`config.mk`:
```
export PLATFORM = sky130hd
export DESIGN_NAME = pipeline_ctrl_seq
export DESIGN_NICKNAME = d
export VERILOG_FILES = /design/src/rtl/pipeline_ctrl_seq.sv
export SDC_FILE = /design/constraint.sdc
export NUM_CORES = 1
export LEC_CHECK = 0
export CORE_UTILIZATION = 30
export DETAILED_ROUTE_END_ITERATION = 12
export SLEW_MARGIN = 20
export SYNTH_ARGS = -nofsm -noshare
export SYNTH_HDL_FRONTEND = slang
export SYNTH_SLANG_ARGS = --single-unit
```
`constraint.sdc`:
```
create_clock -name clk -period 2.7 [get_ports clk]
set_clock_uncertainty 0.1 [all_clocks]
set_input_delay 0.54 -clock clk [delete_from_list [all_inputs] [get_ports clk]]
set_output_delay 0.54 -clock clk [all_outputs]
set_load 0.01 [all_outputs]
```
`src/rtl/pipeline_ctrl_seq.sv`:
```
// Pipeline sequencer: merges stage stall requests, issues exception flush with
// redirect PC, and raises a sticky flag when PC stalls run past a threshold.
module pipeline_ctrl_seq #(
  parameter int                FLUSH_CYCLES  = 1,
  parameter logic [31:0]       EXC_VECTOR    = 32'h00000020,
  parameter int                CNT_W         = 8,
  parameter logic [CNT_W-1:0]  STALL_TIMEOUT = 8'd255
) (
  input  logic        clk,
  input  logic        rst,
  input  logic        stallreq_from_if,
  input  logic        stallreq_from_id,
  input  logic        stallreq_from_ex,
  input  logic        stallreq_from_mem,
  input  logic [31:0] excepttype_i,
  input  logic [31:0] cp0_epc_i,
  output logic [5:0]  stall,
  output logic        flush,
  output logic [31:0] new_pc,
  output logic        stall_timeout_o
);

  localparam logic [31:0] EXC_ERET = 32'h0000000e;
  localparam logic [CNT_W-1:0] FLUSH_LOAD =
    (FLUSH_CYCLES > 1) ? CNT_W'(FLUSH_CYCLES - 2) : '0;

  typedef enum logic {S_RUN, S_FLUSH} state_t;

  state_t           r_state;
  state_t           w_next_state;
  logic [CNT_W-1:0] r_flush_cnt;
  logic [CNT_W-1:0] w_flush_cnt_nxt;
  logic [CNT_W-1:0] r_stall_cnt;
  logic [31:0]      r_pc;
  logic             r_timeout;
  logic [31:0]      w_exc_pc;
  logic             w_latch;
  logic [5:0]       w_stall;
  logic             w_flush;
  logic [31:0]      w_new_pc;

  assign w_exc_pc = (excepttype_i == EXC_ERET) ? cp0_epc_i : EXC_VECTOR;

  always_comb begin
    w_next_state    = r_state;
    w_flush_cnt_nxt = r_flush_cnt;
    w_stall         = 6'b000000;
    w_flush         = 1'b0;
    w_new_pc        = 32'h0;
    w_latch         = 1'b0;
    case (r_state)
      S_RUN: begin
        if (excepttype_i != 32'h0) begin
          // Exception beats any stall request raised in the same cycle.
          w_flush  = 1'b1;
          w_new_pc = w_exc_pc;
          w_latch  = 1'b1;
          if (FLUSH_CYCLES > 1) begin
            w_next_state    = S_FLUSH;
            w_flush_cnt_nxt = FLUSH_LOAD;
          end
        end else if (stallreq_from_mem) begin
          w_stall = 6'b011111;
        end else if (stallreq_from_ex) begin
          w_stall = 6'b001111;
        end else if (stallreq_from_id) begin
          w_stall = 6'b000111;
        end else if (stallreq_from_if) begin
          w_stall = 6'b000011;
        end
      end
      S_FLUSH: begin
        w_flush  = 1'b1;
        w_new_pc = r_pc;
        if (r_flush_cnt == '0) begin
          w_next_state = S_RUN;
        end else begin
          w_flush_cnt_nxt = r_flush_cnt - 1'b1;
        end
      end
      default: begin
        w_next_state = S_RUN;
      end
    endcase
    if (rst) begin
      w_stall  = 6'b000000;
      w_flush  = 1'b0;
      w_new_pc = 32'h0;
    end
  end

  always_ff @(posedge clk) begin
    if (rst) begin
      r_state     <= S_RUN;
      r_flush_cnt <= '0;
      r_pc        <= 32'h0;
    end else begin
      r_state     <= w_next_state;
      r_flush_cnt <= w_flush_cnt_nxt;
      if (w_latch) begin
        r_pc <= w_exc_pc;
      end
    end
  end

  // Watchdog counts consecutive PC-stall cycles; the flag is sticky until reset.
  always_ff @(posedge clk) begin
    if (rst) begin
      r_stall_cnt <= '0;
      r_timeout   <= 1'b0;
    end else begin
      if (w_flush || !w_stall[0]) begin
        r_stall_cnt <= '0;
      end else if (r_stall_cnt != {CNT_W{1'b1}}) begin
        r_stall_cnt <= r_stall_cnt + 1'b1;
      end
      if (r_stall_cnt == STALL_TIMEOUT) begin
        r_timeout <= 1'b1;
      end
    end
  end

  assign stall           = w_stall;
  assign flush           = w_flush;
  assign new_pc          = w_new_pc;
  assign stall_timeout_o = r_timeout;

endmodule
```
==> results.md, run 1 <==
* Run status: completed
* Starting Density at 0.312
* Crit path arrival time at 2.01 ns
* FF-to-FF Start: r_state
* Largest net degree at the start of global routing at 32
* Core box area at 0.00826 mm^2
* Crit path from: excepttype_i[20]
* Worst Setup Start Kind: input port
* Die Y at 94.6 um
* Die Wd at 94.6 um
* Utilization after layout at 0.515
* Worst vdd ir at 0.209 mV
* Max Cap Viol at 0
* Die ar. at 0.00895 mm^2
* Nets at 514
* Placed inst area at 0.00385 mm^2
* Iteration-0 DRC Markers at 278
* CP required at 2.06 ns
* Area share of the largest cell type after synthesis at 0.389
* EDFF count, synth at 0
* First-pass GRT wire length at 14600 um
* Clk sink count at 50
* Crit-path max FO at 8
* Iteration count of the initial detailed-routing pass at 4
* DRT Wirelength at 9380 um
* H-tree depth at 2
* Max incr delay on CP at 0.27 ns
* Delay-heaviest family, CP: simple AND/OR/NAND/NOR gates
* Commonest cells in the netlist: dfxtp_1, nand2_1, a21oi_1
* Yosys top cell by area: dfxtp_1
* Synth unique cells at 40
* Dominant synthesized flop cell: dfxtp_1
* Fin cells at 548
* Static Leak at 1.66 nW
* R2R setup slack at 0.60 ns
* HP Start: r_pc[7]
* Ys async rst share at 0
* CTS tree: done
* # IOs at 110
* Kind of critical path: input port to primary output
* Capturing point of the worst reg2reg path: r_flush_cnt[3]
* CP Cell Sequence: clkdlybuf4s15_1, nor4_2, and4_4, buf_6, buf_12, nand4_1, a21oi_2, buf_2
* # diodes at 0
* DPL Wire Length at 5120 um
* Vias post-DR at 3014
* Final hold viol count at 0
* Residual DRC at 0
* Most common cell in the netlist: dfxtp_1
* Routed Antenna Nets at 0
* Post-Syn Area at 0.00257 mm^2
* Crit end category: primary output
* Transition time of the tightest slew-check pin at 0.529 ns
* Warnings from Yosys at 0
* Final setup viols at 0
* Post-Syn Instances at 313
* Crit path buf inv count at 4
* Gpl congestion at 0.774
* Share of cells above drive strength 1 at 0.282
* Inst Count DP at 517
* Reg2Reg Depth at 4
* Root buffer cell: clkbuf_8
* Port buffer count at 108
* Routed WL per cell at 17.1 um
* Synth area leaders: dfxtp_1, a22o_1, nand4_1
* Initial antenna violation count at 0
* Min cycle time layout at 2.65 ns
* Vias in the first global route at 2834
* Max Freq at 377 MHz
* Seq/Total Area, Yosys at 0.389
* Clk buf depth at 2
* Syn-to-layout area delta at 65.4%
* FILL cells at 789
* Hold Path Cell Cnt at 1
* Max-slew headroom at 0.644
* DR vias/cell at 5.50
* Min-delay worst type: register to register
* Worst hold slack at 0.392 ns
* Grt ovf at 0
* Final Cell Area at 0.00426 mm^2
* Fin crit share at 0.983
* Core Rows at 33
* Syn nets at 385
* Gr usage total at 0.209
* Clk Latency, worst-skew pair at 0.30 ns
* CTS clk-pin slew, worst paths at 0.09 ns
* Worst hold endpoint: r_pc[7]
* Syn avg cell area at 8.22 um^2
* CTS Buf Count at 5
* Slew Limit Fails at 0
* Pwr Density at 318 mW/mm^2
* Slowest stage cell, crit path: and4_4
* Hold-fix buffers, CTS at 0
* #FFs+latches synth at 50
[area by class of cell]
| cell class | instances | area, um^2 | share of cell area |
|---|---|---|---|
| Clock inverter | 2 | 12.5 | 0.00294 |
| Inverter | 6 | 22.5 | 0.00529 |
| Multi-Input combinational cell | 227 | 1510 | 0.354 |
| Sequential cell | 50 | 1000 | 0.235 |
| Tap cell | 105 | 131 | 0.0309 |
| Timing Repair Buffer | 152 | 1500 | 0.352 |
| Clock buffer | 6 | 82.6 | 0.0194 |
[per-stage QoR]
step	setup TNS (ns)	total power, mW	setup slack [ns]
after global placement	-18.86	0.910	-0.546
after detailed placement	-19.61	0.909	-0.587
after floorplan	0	0.781	0.209
after global routing	-0.122	1.41	-0.0278
after CTS	0	1.35	0.000776
final	0	1.35	0.0471
[sequential cells by signal, summed over array words and instances, names as in the netlist]
signal           flops
r_stall_cnt          8
r_state              1
r_flush_cnt          8
stall_timeout_o      1
r_pc                32
[cells by family (layout without fill, tap and decap cells)]
family                   after synthesis  after routing  share of synthesized area
AO/OA/AOI/OAI                         85             85                      0.237
XOR/XNOR                               6              6                     0.0204
adder cells (fa/ha/maj)                2              2                    0.00973
buffers and inverters                 36            166                     0.0627
flip-flops                            50             50                      0.389
multiplexers                           3              3                     0.0117
other                                  1              1                    0.00146
AND/OR/NAND/NOR                      130            130                      0.268
[layer usage]
metal  up-vias  GRT usage  routed length, um
met3         9     0.0443                697
met4         0     0.0480                101
met2       138      0.338               4360
met5         -          0                  0
li1       1439          -                  -
met1      1428      0.285               4230
[placed cells by master, fill, tap and decap left out, drive strengths merged, types with 2 or more instances in the layout]
cell	instances
a211oi	2
a21oi	35
a22o	31
a31oi	3
and4	2
buf	76
clkbuf	18
clkdlybuf4s15	14
clkdlybuf4s50	37
dfxtp	50
dlygate4sd2	9
dlymetal6s2s	4
ha	2
inv	6
mux2i	3
nand2	36
nand3	2
nand4	32
nor2	21
nor3	11
nor4	14
o21a	2
o21ai	3
o31ai	4
or3	3
or4	3
xnor2	2
xor2	4
[where the power goes]
part	total (mW)	switching [mW]	internal, mW
sequential	0.738	0.000472	0.737
clock	0.457	0.250	0.206
combinational	0.158	0.0616	0.0962
[timing repair]
action / in CTS / in global routing
endpoints found under the setup margin: 38 / 38
pin swaps: 46 / 18
cloned: 8 / 3
setup buffers: 14 / 2
resized for setup: 204 / 45
[how the worst max path moves through the flow]
stage	end	slack (ns)	cells past startpoint
finish	new_pc[13]	0.05	8
global route	new_pc[18]	-0.03	9
CTS	stall[1]	0.0008	7
detailed placement	new_pc[13]	-0.59	7
global placement	new_pc[22]	-0.55	7
floorplan	stall[1]	0.21	7
Power figures use the tool's default switching activity.
==> run 2, diff against run 1 <==
--- a/config.mk
+++ b/config.mk
@@ -5,8 +5,10 @@
 export SDC_FILE = /design/constraint.sdc
 export NUM_CORES = 1
 export LEC_CHECK = 0
-export CORE_UTILIZATION = 30
+export CORE_UTILIZATION = 43
 export DETAILED_ROUTE_END_ITERATION = 12
+export PLACE_DENSITY = 0.81
+export SKIP_CTS_REPAIR_TIMING = 1
 export SLEW_MARGIN = 20
 export SYNTH_ARGS = -nofsm -noshare
 export SYNTH_HDL_FRONTEND = slang
==> results.md, run 2 (same netlist as run 1, synthesis figures left out) <==
* Cell mode on critical path: buf_6
* Fin crit share at 0.999 (+0.0169)
* Combinational share of power at 0.120 (+0.003)
* Vias post-DR at 2977 (-1.2%)
* Placed inst area at 0.00390 mm^2 (+1.3%)
* CTS Buf Count at 5 (unchanged)
* Final setup viols at 0 (unchanged)
* H-tree depth at 2 (unchanged)
* Min-delay worst type: register to register
* Gr usage total at 0.242 (+0.0327)
* CTS clk-pin slew, worst paths at 0.09 ns (about the same)
* DR vias/cell at 5.86 (+6.5%)
* Core box area at 0.00564 mm^2 (-32%)
* Starting Density at 0.456 (+0.144)
* Routed Antenna Nets at 0 (unchanged)
* Final hold viol count at 0 (unchanged)
* Residual DRC at 0 (unchanged)
* Static Leak at 1.97 nW (+19%)
* Port buffer count at 108 (unchanged)
* Share of cells above drive strength 1 at 0.234 (-0.0482)
* Biggest regs: r_pc x32, r_flush_cnt x8, r_stall_cnt x8
* Clk Latency, worst-skew pair at 0.30 ns (about the same)
* CP Cell Sequence: dlymetal6s2s_1, nor4_2, and4_1, buf_12, nand4b_1, buf_4, buf_6, nor2_4, buf_6
* Routed WL per cell at 16.4 um (-4.2%)
* Most common library cell in the layout ignoring fill and taps: dfxtp_1
* First-pass GRT wire length at 12400 um (-15%)
* Biggest register: r_pc
* Run status: completed
* Sequential power share at 0.543 (-0.003)
* Max Freq at 371 MHz (-1.7%)
* Final Cell Area at 0.00423 mm^2 (-0.71%)
* Max reg flops at 32 (unchanged)
* Crit path arrival time at 2.06 ns (+0.05 ns)
* Gpl congestion at 0.796 (+2.8%)
* DPL Wire Length at 5270 um (+2.9%)
* Max Cap Viol at 0 (unchanged)
* Worst hold slack at 0.379 ns (-0.0131 ns)
* Slew Limit Fails at 0 (unchanged)
* Internal Power at 1.04 mW (+0.30%)
* Die ar. at 0.00630 mm^2 (-30%)
* Iteration-0 DRC Markers at 184 (-34%)
* # diodes at 0 (unchanged)
* Clock power share at 0.337 (about the same)
* Switch share at 0.232 (+0.00104)
* Worst Setup Start Kind: input port
* Iteration count of the initial detailed-routing pass at 6 (+2)
* Die Y at 79.3 um (-16%)
* Syn-to-layout area delta at 64.3%
* FF+latch area at 0.00100 mm^2 (unchanged)
* Grt ovf at 0 (unchanged)
* Crit end category: primary output
* Area of the multi-input gates at 0.00153 mm^2 (+1.5%)
* Largest net degree at the start of global routing at 36 (+13%)
* Core Rows at 27 (-18%)
* CP required at 2.06 ns (about the same)
* DRT Wirelength at 8330 um (-11%)
* Pwr Density at 321 mW/mm^2 (+1.1%)
* Final TNS setup at 0 ns (unchanged)
* Max incr delay on CP at 0.28 ns (about the same)
* Slowest stage cell, crit path: nor4_2
* Clk buf depth at 2 (unchanged)
* Root buffer cell: clkbuf_8
* Min cycle time layout at 2.70 ns (+0.0457 ns)
* Vias in the first global route at 2770 (-2.3%)
* Nets at 507 (-1.4%)
* Die Wd at 79.3 um (-16%)
* # IOs at 110 (unchanged)
* Crit-path max FO at 7 (-1)
* FILL cells at 432 (-45%)
* Commonest cells after routing, fill and taps aside: dfxtp_1, dlymetal6s2s_1, clkdlybuf4s50_1
* Kind of critical path: input port to primary output
* Initial antenna violation count at 0 (unchanged)
* CTS tree: done
* Clk sink count at 50 (unchanged)
* Worst vdd ir at 0.259 mV (+24%)
* Psw at 315 uW (+0.89%)
run 2: cell count changes in the layout (fill, tap and decap cells not counted), sizes merged:
cell,delta
clkdlybuf4s15,-14
buf,-35
clkbuf,+13
dlymetal6s2s,+36
dlygate4sd2,-9
clkdlybuf4s50,+2
run 2: path summary, 6_finish.rpt:
path                                        from              to  slack (ns)  cells after the start
worst max-delay path            excepttype_i[28]        stall[0]       0.001                      9
worst min-delay path                     r_pc[5]         r_pc[5]        0.38                      1
worst max register to register           r_state  r_flush_cnt[5]        0.75                      4
worst min register to register           r_pc[5]         r_pc[5]        0.38                      1
run 2: area by class of cell:
cell class                 count  area share
multi-input combinational    227       0.362
timing repair buffer         145       0.352
sequential                    50       0.237
tap                           72      0.0213
clock buffer                   6      0.0195
inverter                       6     0.00533
clock inverter                 2     0.00296
run 2: stage by stage:
stage                     total power [mW]  setup slack, ns   util  cells
final                                 1.36          0.00145  0.749    508
after global routing                  1.40          -0.0925  0.749    508
after CTS                             1.36           -0.621  0.709    496
after detailed placement             0.913           -0.615  0.692    488
after global placement               0.912           -0.555  0.692    488
after floorplan                      0.781            0.209      -    313
run 2: critical path, delay by kind of cell:
| kind | cells | cell delay (ns) |
|---|---|---|
| buffers and inverters | 5 | 0.69 |
| AND/OR/NAND/NOR | 4 | 0.82 |
run 2: power groups by stage:
| stage | registers, mW | logic, mW | clock network (mW) |
|---|---|---|---|
| after floorplan | 0.755 | 0.0258 | 0 |
| after global placement | 0.755 | 0.156 | 0 |
| after detailed placement | 0.755 | 0.158 | 0 |
| after CTS | 0.738 | 0.159 | 0.463 |
| after global routing | 0.738 | 0.171 | 0.491 |
| final | 0.738 | 0.163 | 0.458 |
run 2: per-layer routing:
layer / track usage / part of all wire / wire (um) / vias to the layer above
met2: 0.409 / 0.49 / 4070 / 134
met3: 0.0517 / 0.073 / 608 / 4
li1: - / - / - / 1426
met5: 0 / 0 / 0 / -
met1: 0.313 / 0.43 / 3610 / 1413
met4: 0.0564 / 0.0058 / 48 / 0
==> run 3, diff against run 2 <==
--- a/config.mk
+++ b/config.mk
@@ -5,7 +5,9 @@
 export SDC_FILE = /design/constraint.sdc
 export NUM_CORES = 1
 export LEC_CHECK = 0
+export CAP_MARGIN = 20
 export CORE_UTILIZATION = 43
+export CTS_CLUSTER_SIZE = 8
 export DETAILED_ROUTE_END_ITERATION = 12
 export PLACE_DENSITY = 0.81
 export SKIP_CTS_REPAIR_TIMING = 1
==> results of run 3 <==
Same layout as run 2: the final DEF is identical, and so are final timing and power.
